==> config.mk <==
export PLATFORM = sky130hd
export DESIGN_NAME = arm_mem_ctrl
export DESIGN_NICKNAME = d
export VERILOG_FILES = /design/src/rtl/arm7tdmi_pkg.sv /design/src/rtl/arm_mem_perf.sv /design/src/rtl/arm_mem_ctrl.sv
export SDC_FILE = /design/constraint.sdc
export NUM_CORES = 1
export LEC_CHECK = 0
export ABC_AREA = 1
export CORE_MARGIN = 2
export CORE_UTILIZATION = 35
export CTS_BUF_LIST = sky130_fd_sc_hd__clkbuf_8 sky130_fd_sc_hd__clkbuf_16
export CTS_CLUSTER_DIAMETER = 30
export CTS_CLUSTER_SIZE = 8
export DETAILED_ROUTE_END_ITERATION = 8
export GPL_ROUTABILITY_DRIVEN = 0
export SLEW_MARGIN = 0
export SYNTH_ARGS = -nofsm -noshare
export SYNTH_HDL_FRONTEND = slang
export SYNTH_HIERARCHICAL = 1
export SYNTH_SLANG_ARGS = --single-unit
==> constraint.sdc <==
create_clock -name clk -period 1.8 [get_ports clk]
set_input_delay 0.45 -clock clk [delete_from_list [all_inputs] [get_ports clk]]
set_output_delay 0.45 -clock clk [all_outputs]
set_load 0.02 [all_outputs]
==> src/rtl/arm7tdmi_pkg.sv <==
// Shared types for the ARM7TDMI memory subsystem: controller state encoding,
// wait-state ceiling and saturating-counter helper.
package arm7tdmi_pkg;

  typedef enum logic [2:0] {
    MEM_IDLE,
    MEM_WAIT,
    MEM_ACCESS,
    MEM_DONE,
    MEM_ERR
  } mem_ctrl_state_t;

  localparam int MEM_MAX_WAIT = 15;
  localparam int MEM_WCNT_W   = $clog2(MEM_MAX_WAIT + 1);
  localparam int MEM_PERF_CNT = 3;

  function automatic logic [31:0] sat_inc(input logic [31:0] v);
    return (v == 32'hFFFF_FFFF) ? v : v + 32'd1;
  endfunction

endpackage

==> src/rtl/arm_mem_perf.sv <==
// Bank of saturating 32-bit event counters; one counter per inc bit.
module arm_mem_perf
  import arm7tdmi_pkg::*;
#(
  parameter int NUM_CNT = MEM_PERF_CNT
) (
  input  logic                         clk,
  input  logic                         rst_n,
  input  logic [NUM_CNT-1:0]           inc,
  output logic [NUM_CNT-1:0][31:0]     cnt
);

  for (genvar g = 0; g < NUM_CNT; g++) begin : g_cnt
    // count events, sticking at all-ones
    always_ff @(posedge clk or negedge rst_n) begin
      if (!rst_n)      cnt[g] <= '0;
      else if (inc[g]) cnt[g] <= sat_inc(cnt[g]);
    end
  end

endmodule

==> src/rtl/arm_mem_ctrl.sv <==
// Wait-state memory controller between the ARM7TDMI memory port and a
// single-port synchronous SRAM with 1-cycle read latency.
// Optional: ARM_MEM_PERF_EN adds perf_reads/perf_writes/perf_waits counters.
module arm_mem_ctrl
  import arm7tdmi_pkg::*;
#(
  parameter int MEM_BYTES   = 4096,
  parameter int WAIT_STATES = 2,
  parameter int AW          = $clog2(MEM_BYTES) - 2
) (
  input  logic          clk,
  input  logic          rst_n,
  input  logic [31:0]   mem_addr,
  input  logic [31:0]   mem_wdata,
  input  logic          mem_we,
  input  logic          mem_re,
  input  logic [3:0]    mem_be,
  output logic [31:0]   mem_rdata,
  output logic          mem_ready,
  output logic          mem_abort,
  output logic [AW-1:0] sram_addr,
  output logic [31:0]   sram_wdata,
  output logic [3:0]    sram_be,
  output logic          sram_ce,
  output logic          sram_we,
  input  logic [31:0]   sram_rdata
`ifdef ARM_MEM_PERF_EN
  ,
  output logic [31:0]   perf_reads,
  output logic [31:0]   perf_writes,
  output logic [31:0]   perf_waits
`endif
);

  localparam logic [MEM_WCNT_W-1:0] WS_LOAD =
    (WAIT_STATES == 0) ? '0 : MEM_WCNT_W'(WAIT_STATES - 1);

  mem_ctrl_state_t       state;
  logic [MEM_WCNT_W-1:0] wcnt;
  logic [AW-1:0]         lat_addr;
  logic [31:0]           lat_wdata;
  logic [3:0]            lat_be;
  logic                  lat_wr;
  logic [31:0]           rdata_q;

  logic                  req, in_range;
  logic [AW-1:0]         acc_addr;
  logic [31:0]           acc_wdata;
  logic [3:0]            acc_be;
  logic                  acc_wr;

  assign req      = mem_re | mem_we;
  assign in_range = (mem_addr < 32'(MEM_BYTES));

  // SRAM strobe source: latched request when leaving WAIT, live core inputs
  // when a zero-wait accept jumps straight to ACCESS
  always_comb begin
    acc_wr    = mem_we;
    acc_addr  = mem_addr[AW+1:2];
    acc_wdata = mem_wdata;
    acc_be    = mem_be;
    if (state == MEM_WAIT) begin
      acc_wr    = lat_wr;
      acc_addr  = lat_addr;
      acc_wdata = lat_wdata;
      acc_be    = lat_be;
    end
  end

  // controller FSM with registered SRAM strobes (pulsed only in ACCESS)
  always_ff @(posedge clk or negedge rst_n) begin
    if (!rst_n) begin
      state      <= MEM_IDLE;
      wcnt       <= '0;
      lat_addr   <= '0;
      lat_wdata  <= '0;
      lat_be     <= '0;
      lat_wr     <= 1'b0;
      rdata_q    <= '0;
      sram_ce    <= 1'b0;
      sram_we    <= 1'b0;
      sram_be    <= '0;
      sram_addr  <= '0;
      sram_wdata <= '0;
    end else begin
      sram_ce    <= 1'b0;
      sram_we    <= 1'b0;
      sram_be    <= '0;
      sram_addr  <= '0;
      sram_wdata <= '0;
      case (state)
        MEM_IDLE, MEM_DONE, MEM_ERR: begin
          if (state == MEM_DONE && !lat_wr) rdata_q <= sram_rdata;
          if (!req) begin
            state <= MEM_IDLE;
          end else if (!in_range) begin
            state <= MEM_ERR;
          end else begin
            lat_addr  <= mem_addr[AW+1:2];
            lat_wdata <= mem_wdata;
            lat_be    <= mem_be;
            lat_wr    <= mem_we;
            wcnt      <= WS_LOAD;
            state     <= (WAIT_STATES == 0) ? MEM_ACCESS : MEM_WAIT;
            if (WAIT_STATES == 0) begin
              sram_ce    <= 1'b1;
              sram_we    <= acc_wr;
              sram_be    <= acc_wr ? acc_be : 4'b0000;
              sram_addr  <= acc_addr;
              sram_wdata <= acc_wr ? acc_wdata : 32'h0;
            end
          end
        end
        MEM_WAIT: begin
          if (wcnt == '0) begin
            state      <= MEM_ACCESS;
            sram_ce    <= 1'b1;
            sram_we    <= acc_wr;
            sram_be    <= acc_wr ? acc_be : 4'b0000;
            sram_addr  <= acc_addr;
            sram_wdata <= acc_wr ? acc_wdata : 32'h0;
          end else begin
            wcnt <= wcnt - 1'b1;
          end
        end
        MEM_ACCESS: state <= MEM_DONE;
        default:    state <= MEM_IDLE;
      endcase
    end
  end

  assign mem_ready = (state == MEM_DONE) || (state == MEM_ERR) ||
                     (state == MEM_IDLE && !req);
  assign mem_abort = (state == MEM_ERR);

  // read data: SRAM bypass in a read DONE, zero on abort, else held value
  always_comb begin
    mem_rdata = rdata_q;
    if (state == MEM_DONE && !lat_wr) mem_rdata = sram_rdata;
    else if (state == MEM_ERR)        mem_rdata = 32'h0;
  end

`ifdef ARM_MEM_PERF_EN
  logic [MEM_PERF_CNT-1:0]       perf_inc;
  logic [MEM_PERF_CNT-1:0][31:0] perf_cnt;

  assign perf_inc = {state == MEM_WAIT,
                     state == MEM_DONE && lat_wr,
                     state == MEM_DONE && !lat_wr};

  arm_mem_perf #(.NUM_CNT(MEM_PERF_CNT)) u_perf (
    .clk   (clk),
    .rst_n (rst_n),
    .inc   (perf_inc),
    .cnt   (perf_cnt)
  );

  assign perf_reads  = perf_cnt[0];
  assign perf_writes = perf_cnt[1];
  assign perf_waits  = perf_cnt[2];
`endif

endmodule

======== Yosys cells after proc, flatten, opt, wreduce, memory -nomap -nowiden ========
Index checks and enable logic that the tools add are counted.
operators by class
  add/sub/neg operators ................... 1
  $lt $le $gt $ge ......................... 1
  eq/ne operators ......................... 8
  mux-type cells .......................... 23
  bitwise operators ....................... 1
  reduce and logical (&&, ||, !) cells .... 13
operators with widths
  operator                number
  $mux W32                5
  $lt A32 B13 Y1 const B  1
  $mux W4                 6
  $mux W10                2
  $mux W3                 3
  $pmux W3 S3             1
  $pmux W4 S2             1
  $eq A3 B2 Y1 const B    2
  $ne A2 B2 Y1 const B    3
  $mux W1                 5
  $logic_not A4 Y1        1
  $reduce_and A4 Y1       1
  $sub A4 B1 Y4 const B   1
  $eq A3 B1 Y1 const B    1
  $eq A3 B3 Y1 const B    1
  $logic_not A3 Y1        1
  $reduce_and A3 Y1       1
  $reduce_or A3 Y1        1
  $logic_and A1 B1 Y1     2
  $logic_not A1 Y1        2
  $logic_or A1 B1 Y1      2
  $ne A2 B1 Y1 const B    1
  $reduce_and A2 Y1       1
  $reduce_bool A2 Y1      1
  $or A1 B1 Y1            1
word-level totals
  bits in registers ....................... 134
  logic and storage cells ................. 59

======== Depth between registers and ports, before layout ========
  depth after elaboration ................. 5
  gate-level depth with buffers ........... 9
  mapped depth without buffers ............ 8

======== Worst setup path after synthesis ========
Ideal clock, no wire load.
  path kind ............................... register to output
  from .................................... reg state[2]
  to ...................................... out mem_rdata[10]
  arrival time ............................ 1.456 ns
  setup slack ............................. -0.106 ns
  cell stages (with the launch flop) ...... 9
  buffers on the path ..................... 2
  path through ............................ dfrtp_1 inv_2 nand3_2 or2_1 buf_6 buf_6 o21ai_2 inv_2 nor2_1
on the way
  word-level cells in the longest chain between the ends .. 3
  elaborated cells on any way between the ends .. 5
RTL lines
  element                                                 line                                      text
  from (decl)                                             arm_mem_ctrl.sv:38                        mem_ctrl_state_t state;
  from (signal assigned)                                  arm_mem_ctrl.sv:104                       state <= (WAIT_STATES == 0) ? MEM_ACCESS : MEM_WAIT;
  $eq A3 B3 Y1 / $eq A3 B2 Y1 (equally long branches)     arm_mem_ctrl.sv:140, arm_mem_ctrl.sv:139
  $mux W32 / $logic_and A1 B1 Y1 (equally long branches)  arm_mem_ctrl.sv:140, arm_mem_ctrl.sv:139
  $mux W32 *                                              arm_mem_ctrl.sv:139                       if (state == MEM_DONE && !lat_wr) mem_rdata = sram_rdata;
  to (decl)                                               arm_mem_ctrl.sv:18                        output logic [31:0] mem_rdata,
Mark *: on every way between the ends. The rest lies on a longest branch, timed or not.

======== Worst setup path in the final report ========
  from .................................... reg state[2]
  to ...................................... out mem_rdata[17]
Same word-level chain as after synthesis.

==> results by group <==
Logic synthesis
  • Netlist cell types: 21
  • Post-Syn Instances: 632
  • Yosys warns: 6
  • Syn Nets: 737
  • FF+latch count, synth: 134
  • Seq/Total Area, Yosys: 60.5%
  • Syn avg cell area: 8.77 sq um
  • Mapped cell area: 0.00554 sq mm

Global route
  • First-pass GRT wire length: 23200 um
  • Vias in the first global route: 4779
  • Initial antenna violation count: 0
  • Global route total overflow: 0
  • All-Layer GR Usage: 17.7%
  • Largest net degree at the start of global routing: 41

Layout
  • Fraction of layout cells with a size suffix above 1: 28.5%
  • Diode count: 0
  • Cell area after layout: 0.00896 sq mm
  • Nets@finish: 963
  • P&R area growth vs syn: 61.7%
  • Finished Core Util: 58.5%
  • Layout Cells excl Fill: 1081

Placed design
  • Final HPWL DP: 9600 um
  • Cell count after placement: 1032
  • I/O Buffers: 183
  • Post-placement cell area: 0.00805 sq mm
  • Pre-CTS WS: -0.640 ns

Clock network
  • Root buffer cell: clkbuf_16
  • Clock buffer depth: 2
  • CTS H-tree depth: 4
  • Number of buffers created by CTS: 17
  • Skew-Pair Late Insertion Delay: 0.41 ns
  • Reg clk slew, reported paths: 0.06 ns
  • Clk sinks: 134
  • CTS tree: yes

Route
  • Post-route ant nets: 0
  • Final WL: 14900 um
  • Iter 0 DRT Violations: 234
  • DR vias/cell: 4.38
  • DR DRC count: 0
  • Pre-antenna DRT Iters: 4
  • Vias: 4733
  • DR WL/cell: 13.8 um

Die
  • Core box area: 0.0153 sq mm
  • Full die area: 0.0169 sq mm
  • Die Y: 130 um
  • Die width: 130 um
  • I/O Pins: 186
  • Initial Util: 36.2%
  • Site Rows: 45

STA
  • Final Hold Violating Endpoints: 0
  • Max-slew violations: 0
  • Setup Total Neg Slack: -27.30 ns
  • Worst slew pin tran: 0.427 ns
  • Skew final: 0.00755 ns
  • Final setup fails: 86
  • Period minus WS final: 2.33 ns
  • Max_slew headroom: 71.5%
  • Final critical-path setup slack: -0.532 ns
  • Peak Freq: 0.429 GHz
  • Post-route clock period utilization: 130%
  • RSZ-0062 raised after global routing: true

Worst setup path
  • Crit end category: output port
  • Critical R2R Launch: state[1]$_DFFE_PN0P_
  • Req. time, crit path: 1.35 ns
  • CP Class: flop to output port
  • Crit. Startpoint: state[2]$_DFFE_PN0P_
  • Worst Path Max Fanout: 16
  • Setup crit start kind: flop
  • Crit path arrival time: 1.88 ns
  • Flop2flop setup slack: -0.33 ns

Run status
  • Failing checks: setup timing
  • Status: finished with violations

Worst hold path
  • Worst min-delay path category: flop to flop
  • Hold Startpoint: lat_wdata[8]$_DFFE_PN0P_

Run
  • Max Cap Violations: 0

Power and ir drop
  • PwrDens: 757 mW/mm^2
  • VDD IR max: 0.595 mV
  • Leak: 4.80 nW
[critical path: stages, from the launching register on]
cell	delay, ns
dfrtp_1	0.39
inv_2	0.07
nand3_2	0.08
or2_4	0.30
buf_12	0.18
o21ai_2	0.16
inv_2	0.06
nor2_4	0.06
buf_2	0.16
[logic make-up after synthesis]
logic type                 synth area share [%]
adders and majority gates                 0.226
DFF                                        60.5
AOI/OAI and AO/OA                          5.22
and+or+nand+nor                            22.8
buffers and inverters                      11.2
[path summary, 6_finish.rpt]
| kind | endpoint | cells after the start |
|---|---|---|
| worst max-delay path | mem_rdata[17] | 8 |
| worst min-delay path | lat_wdata[8]$_DFFE_PN0P_ | 2 |
| worst max register to register | lat_wdata[0]$_DFFE_PN0P_ | 14 |
| worst min register to register | lat_wdata[8]$_DFFE_PN0P_ | 2 |
| max in group asynchronous | sram_wdata[24]$_DFF_PN0_ | 3 |
| min in group asynchronous | rdata_q[17]$_DFFE_PN0P_ | 2 |
[sequential cells by signal, summed over array words and instances (netlist names), 3 cells and up]
name	flops
lat_wdata	32
rdata_q	32
sram_wdata	32
lat_addr	10
sram_addr	10
lat_be	4
sram_be	4
wcnt	4
state	3
[repair_timing]
| action | in CTS | in global routing |
|---|---|---|
| cloned | 3 | 6 |
| setup buffers | 3 | 7 |
| endpoints found under the hold margin | 36 | 0 |
| setup endpoints to repair | 77 | 91 |
| resized for setup | 239 | 71 |
| pin swaps | 4 | 7 |
| hold buffers | 1 | 0 |
[through the flow]
| stage | power (mW) | hold WS (ns) |
|---|---|---|
| finish | 6.78 | 0.468 |
| global route | 7.06 | 0.488 |
| CTS | 6.85 | 0.473 |
| detailed placement | 3.69 | 0.401 |
| global placement | 3.68 | 0.395 |
| floorplan | 3.26 | 0.154 |
[layout make-up]
type	instances	area [sq um]
fill	1391	6350
sequential	134	3350
timing repair buffer	236	2390
multi-input combinational	350	1950
inverter	119	462
clock buffer	18	439
tap	211	264
clock inverter	13	93.8
[placed cells by master, fill, tap and decap left out, types with 2 or more instances in the layout]
master | Yosys | routed
o21ai_2 | 28 | 25
inv_4 | 0 | 3
nor2_4 | 0 | 28
dfrtp_1 | 134 | 134
nand2_2 | 0 | 29
buf_12 | 0 | 9
inv_2 | 30 | 30
o21ai_4 | 0 | 7
nor2_2 | 0 | 2
nand3_1 | 52 | 52
inv_1 | 88 | 87
buf_8 | 0 | 3
nand4_1 | 3 | 3
nor2_1 | 100 | 70
buf_16 | 0 | 3
buf_6 | 7 | 17
o21ai_0 | 3 | 2
clkinv_2 | 0 | 6
or2_2 | 2 | 2
nand2_1 | 153 | 121
dlygate4sd2_1 | 0 | 43
nand2_4 | 0 | 3
clkinvlp_4 | 0 | 3
buf_4 | 0 | 52
dlymetal6s2s_1 | 0 | 5
clkdlybuf4s50_1 | 0 | 100
clkbuf_16 | 0 | 19
[per-layer routing]
layer / vias up / wire [um] / global-route usage, %
li1: 2329 / - / -
met1: 2249 / 6530 / 22.1
met2: 136 / 7170 / 29.3
met3: 19 / 956 / 4.96
met4: 0 / 216 / 7.08
met5: - / 0 / 0
[power breakdown]
part / switching (mW) / internal (mW)
Combinational: 0.277 / 0.348
Clock: 1.24 / 1.89
Sequential: 0.00475 / 3.02
[cells in the mapped netlist]
cell      number  area share, %
or2_1          1           0.11
o21ai_1        4           0.36
nand4_1        3           0.34
o21ai_0        3           0.27
inv_1         88            6.0
a21oi_2        1           0.16
buf_6          7            1.4
and2_1         1           0.11
buf_1          1          0.068
clkbuf_1      10           0.68
clkinv_1       1          0.068
nand3_2        1           0.18
o21ai_2       28            4.4
nor2_1       100            6.8
or2_2          2           0.23
inv_2         30            2.0
nand3_1       52            4.7
dfrtp_1      134             61
ha_1           1           0.23
buf_2         11           0.99
nand2_1      153             10
Note: power is estimated with default switching activity, not from simulation.
==> variant 1 (same settings) <==
Build with the macro `ARM_MEM_PERF_EN` defined.
--- a/src/rtl/arm_mem_ctrl.sv
+++ b/src/rtl/arm_mem_ctrl.sv
@@ -3,2 +3,4 @@
 // Optional: ARM_MEM_PERF_EN adds perf_reads/perf_writes/perf_waits counters.
+`define ARM_MEM_PERF_EN
+
 module arm_mem_ctrl
Function (old outputs only; new: perf_reads, perf_waits and perf_writes): kept (Yosys induction, for registers that start in step).
==> variant 1 against the unedited design <==
  * The flow still finishes with violations (negative setup slack)
  * Maximum frequency is 2.0% lower
  * Total power is 150% higher
  * Routed wire length grew to 2.6 times the old value
  * Design area is 110% higher
  * Sequential cell count is 96 higher
  * Setup slack worse by 48 ps
  * Synthesized area is 120% higher
  * Sequential share of layout area is 7.2 points lower
  * Clock skew is 11 ps higher
  * Via count grew to 2.5 times the old value
  * Critical path type unchanged
  * First-iteration DRC count is 150% higher
==> variant 1: results <==
export IMPL_ys_flop_type="dfrtp_1"
export IMPL_drt_iter0_drc=578
export IMPL_port_buffers=279
export IMPL_seq_area_um2=5799
export IMPL_clkCellAreaFrac_pct=10.73
export IMPL_yosysSeqAreaShare_pct=47.15
export IMPL_drt_pass1_iterations=5
export IMPL_wl_per_cell_um=14.95
export IMPL_fin_skew_ps=18.94
export IMPL_cp_endpoint="mem_rdata[4]"
export IMPL_nonClkBufAreaFrac_pct=20.80
export IMPL_clkbuf_count=66
export IMPL_leakage_nw=9.207
export IMPL_synthTopCellsByCount="nand2_1 (615), nor2_1 (233), dfrtp_1 (230)"
export IMPL_failed_checks="negative setup slack"
export IMPL_final_nets=2155
export IMPL_via_per_inst=4.643
export IMPL_nFlopsAndLatches=230
export IMPL_crit_path_start="state[0]"
export IMPL_pre_cts_slack_ps=-554.1
export IMPL_fillCellCount=3162
export IMPL_synthTopCellsByArea="dfrtp_1 (47%), nand2_1 (19%), nor2_1 (7.2%), inv_1 (5.2%), nand3_1 (4.3%)"
export IMPL_dp_cells=2408
export IMPL_multi_input_cells=1159
export IMPL_avgSynthCellArea_um2=7.452
export IMPL_worstPathArrival_ps=1930
export IMPL_setup_violations=94
export IMPL_multi_input_area_um2=5959
export IMPL_run_status="finished with violations"
export IMPL_grt_max_degree=42
export IMPL_timing_final_ws_setup_ps=-580.1
export IMPL_clk_latency_ps=560
export IMPL_fin_cells=2549
export IMPL_min_path_type="input port to asynchronous set/reset pin"
export IMPL_place_hpwl_um=26690
export IMPL_path_max_fanout=5
export IMPL_r2r_cells=11
export IMPL_top_register="u_perf/cnt"
export IMPL_gr_usage_all_layers_pct=20.39
export IMPL_post_cts_setup_buffer_count=11
export IMPL_syn_nets=1746
export IMPL_yosysUniqueCellTypes=32
export IMPL_grt_first_pass_wirelength_um=59420
export IMPL_ctsResizeCount=569
export IMPL_non_clock_buffer_count=391
export IMPL_drive_gt1_share_pct=27.98
export IMPL_htreeDepth=2
export IMPL_clockBufferDepth=3
export IMPL_timing_rr_start="state[2]"
export IMPL_hold_ws_ps=360.8
export IMPL_maxSlewHeadroom_pct=70.29
export IMPL_inverters=206
export IMPL_diodes=0
export IMPL_cts_made_buffers=59
export IMPL_worstSetupPathType="flip-flop to output pin"
export IMPL_grt_pass1_vias=11370
export IMPL_vdd_ir_drop_worst_mv=0.8314
export IMPL_reg2reg_slack_ps=-190
==> variant 1: worst min-delay path by stage <==
stage                from        endpoint  cells past startpoint
floorplan           rst_n     lat_addr[0]                      0
global placement    rst_n  u_perf/cnt[74]                      1
detailed placement  rst_n  u_perf/cnt[74]                      1
CTS                 rst_n  u_perf/cnt[74]                      2
global route        rst_n  u_perf/cnt[74]                      2
finish              rst_n  u_perf/cnt[74]                      2
==> variant 1: metrics by stage <==
step | utilization, % | area [um2] | setup TNS [ps]
after CTS | 53.76 | 18530 | -19730
after global placement | 46.54 | 16040 | -28320
after detailed placement | 46.54 | 16040 | -28850
final | 55.72 | 19200 | -23550
after global routing | 55.72 | 19200 | -38480
after floorplan | - | 12230 | -16.34
==> variant 1: per-layer routing <==
layer  share of wire, %  vias up  global-route usage (%)
met2                 47      362                   33.01
met4                2.1        0                   5.993
li1                   -     5845                       -
met5                  0        -                       0
met3                6.7       65                   4.821
met1                 44     5564                   27.07
==> variant 1: cell families (layout without fill, tap and decap cells) <==
family | Yosys count | count (layout) | share of synthesized area, %
XOR/XNOR | 23 | 23 | 1.650
flip-flops | 230 | 230 | 47.15
AO/OA/AOI/OAI | 50 | 50 | 3.895
AND/OR/NAND/NOR | 1080 | 1082 | 37.68
buffers and inverters | 251 | 705 | 9.215
adder cells (fa/ha/maj) | 4 | 4 | 0.4100
==> variant 1: where the power goes <==
group	total (W)	switching (W)	internal, W
Clock	0.0107	0.00309	0.00762
Combinational	0.000757	0.000368	0.000389
Sequential	0.00521	0.00000785	0.00520
Total	0.0167	0.00347	0.0132
==> variant 1: worst max-delay path, cell delays in order, from the launching register on <==
cell      delay (ps)
dfrtp_1          410
nand3_4          140
clkinv_8         100
nand2_8          120
buf_4            150
nand2_1          100
o21ai_4           90
inv_2             60
nor2_4            90
buf_6            120
==> variant 2 (same flow settings) <==
Made on the original files. The 5 states of `mem_ctrl_state_t` get a one-hot encoding in 5 bits.
--- a/src/rtl/arm7tdmi_pkg.sv
+++ b/src/rtl/arm7tdmi_pkg.sv
@@ -4,8 +4,8 @@
 
-  typedef enum logic [2:0] {
-    MEM_IDLE,
-    MEM_WAIT,
-    MEM_ACCESS,
-    MEM_DONE,
-    MEM_ERR
+  typedef enum logic [4:0] {
+    MEM_IDLE   = 5'b00001,
+    MEM_WAIT   = 5'b00010,
+    MEM_ACCESS = 5'b00100,
+    MEM_DONE   = 5'b01000,
+    MEM_ERR    = 5'b10000
   } mem_ctrl_state_t;
Check against the original RTL: same outputs for any inputs over 4 cycles, from zero or initial values and one cycle with rst_n low; so few cycles prove little.
==> variant 2 against the unedited design <==
  * Setup slack lost 23 ps
  * Critical path depth is the same
  * Synthesized area grew 0.25%
  * Design area grew 7.6%
  * Sequential cell count grew 2
  * Critical endpoint is now mem_rdata[30]
  * The run still ends with negative setup slack left
  * Highest routed layer unchanged
  * Core utilization grew 2.8 points
  * Routed wire length grew 5.6%
Power is not compared: it rests on default switching activity, and its combinational part moved more than twofold at a synthesized area within 25%.
==> variant 2: results <==
export IMPL_run_status="finished with violations"
export IMPL_failed_checks="negative setup slack"
export IMPL_max_freq_ghz=0.4245
export IMPL_wl_per_cell_um=14.47
export IMPL_crit_path_start="state[0]"
export IMPL_final_nets=964
export IMPL_ctsResizeCount=278
export IMPL_slowest_delay_ps=550
export IMPL_syn_nets=712
export IMPL_dr_wl_met3_um=727
export IMPL_dp_cells=1015
export IMPL_setup_tns_ps=-19780
export IMPL_drive_gt1_share_pct=23.91
export IMPL_yosysSeqAreaShare_pct=61.30
export IMPL_met3_usage_pct=3.977
export IMPL_grt_max_degree=50
export IMPL_synthTopCellsByArea="dfrtp_1 (61%), inv_1 (9.3%), nand2_1 (6.7%), o21ai_0 (5.2%), nor2_1 (4.6%)"
export IMPL_hold_start="lat_addr[1]"
export IMPL_gr_usage_all_layers_pct=16.80
export IMPL_dpl_cell_area_um2=8302
export IMPL_multi_input_area_um2=2042
export IMPL_fillCellCount=1304
export IMPL_grtUsageMet1_pct=21.01
export IMPL_gr_usage_met2_pct=28.24
export IMPL_setup_violations=84
export IMPL_post_cts_setup_buffer_count=16
export IMPL_vias=4788
export IMPL_reg_top3="lat_wdata: 32 flops, rdata_q: 32 flops, sram_wdata: 32 flops"
export IMPL_critPathSlowestCell="dfstp_2"
export IMPL_clk_latency_ps=410
export IMPL_highest_layer="met4"
export IMPL_via_per_inst=4.409
export IMPL_power_switching_w=0.002418
export IMPL_grt_pass1_vias=4641
export IMPL_drt_met1_wl_um=6654
export IMPL_place_hpwl_um=9555
export IMPL_timing_rr_start="state[2]"
export IMPL_async_flop_share_pct=100.0
export IMPL_yosysUniqueCellTypes=27
export IMPL_netlist_instances=607
export IMPL_drt_iter0_drc=218
export IMPL_pre_cts_slack_ps=-627.5
export IMPL_maxSlewHeadroom_pct=72.71
export IMPL_fin_skew_ps=9.155
export IMPL_cts_root_buffer="clkbuf_16"
export IMPL_path_max_fanout=6
export IMPL_timing_final_ws_setup_ps=-555.6
export IMPL_crit_family="buffers and inverters"
export IMPL_worstPathArrival_ps=1910
export IMPL_synthTopCellsByCount="inv_1 (137), dfrtp_1 (135), nand2_1 (99)"
export IMPL_grt_first_pass_wirelength_um=21990
export IMPL_met2_length_um=8165
variant 2: path summary, 6_finish.rpt:
path,end,slack [ps],cells after the start
worst min register to register,lat_addr[1],480,2
min in group asynchronous,rdata_q[30],520,2
max in group asynchronous,lat_wdata[1],670,3
worst max-delay path,mem_rdata[30],-560,8
worst min-delay path,lat_addr[1],480,2
worst max register to register,lat_be[1],-100,11
variant 2: final cells by class:
| cell class | instances | area share [%] |
|---|---|---|
| clock buffers | 19 | 4.699 |
| clock inverters | 11 | 1.142 |
| inverters | 138 | 5.439 |
| multi-input cells | 308 | 21.19 |
| flip-flops and latches | 136 | 35.32 |
| well taps | 216 | 2.804 |
| repair buffers | 257 | 29.33 |
| repair inverters | 1 | 0.07789 |
variant 2: kinds of logic (layout without fill, tap and decap cells):
kind of cell    Yosys count  count (layout)  share of synthesized area (%)
compound gates          112             112                          11.89
fa+ha+maj                 1               1                         0.2252
xor+xnor                  1               1                         0.1577
flops                   136             136                          61.30
simple gates            193             194                          14.40
buf+inv                 164             426                          12.03
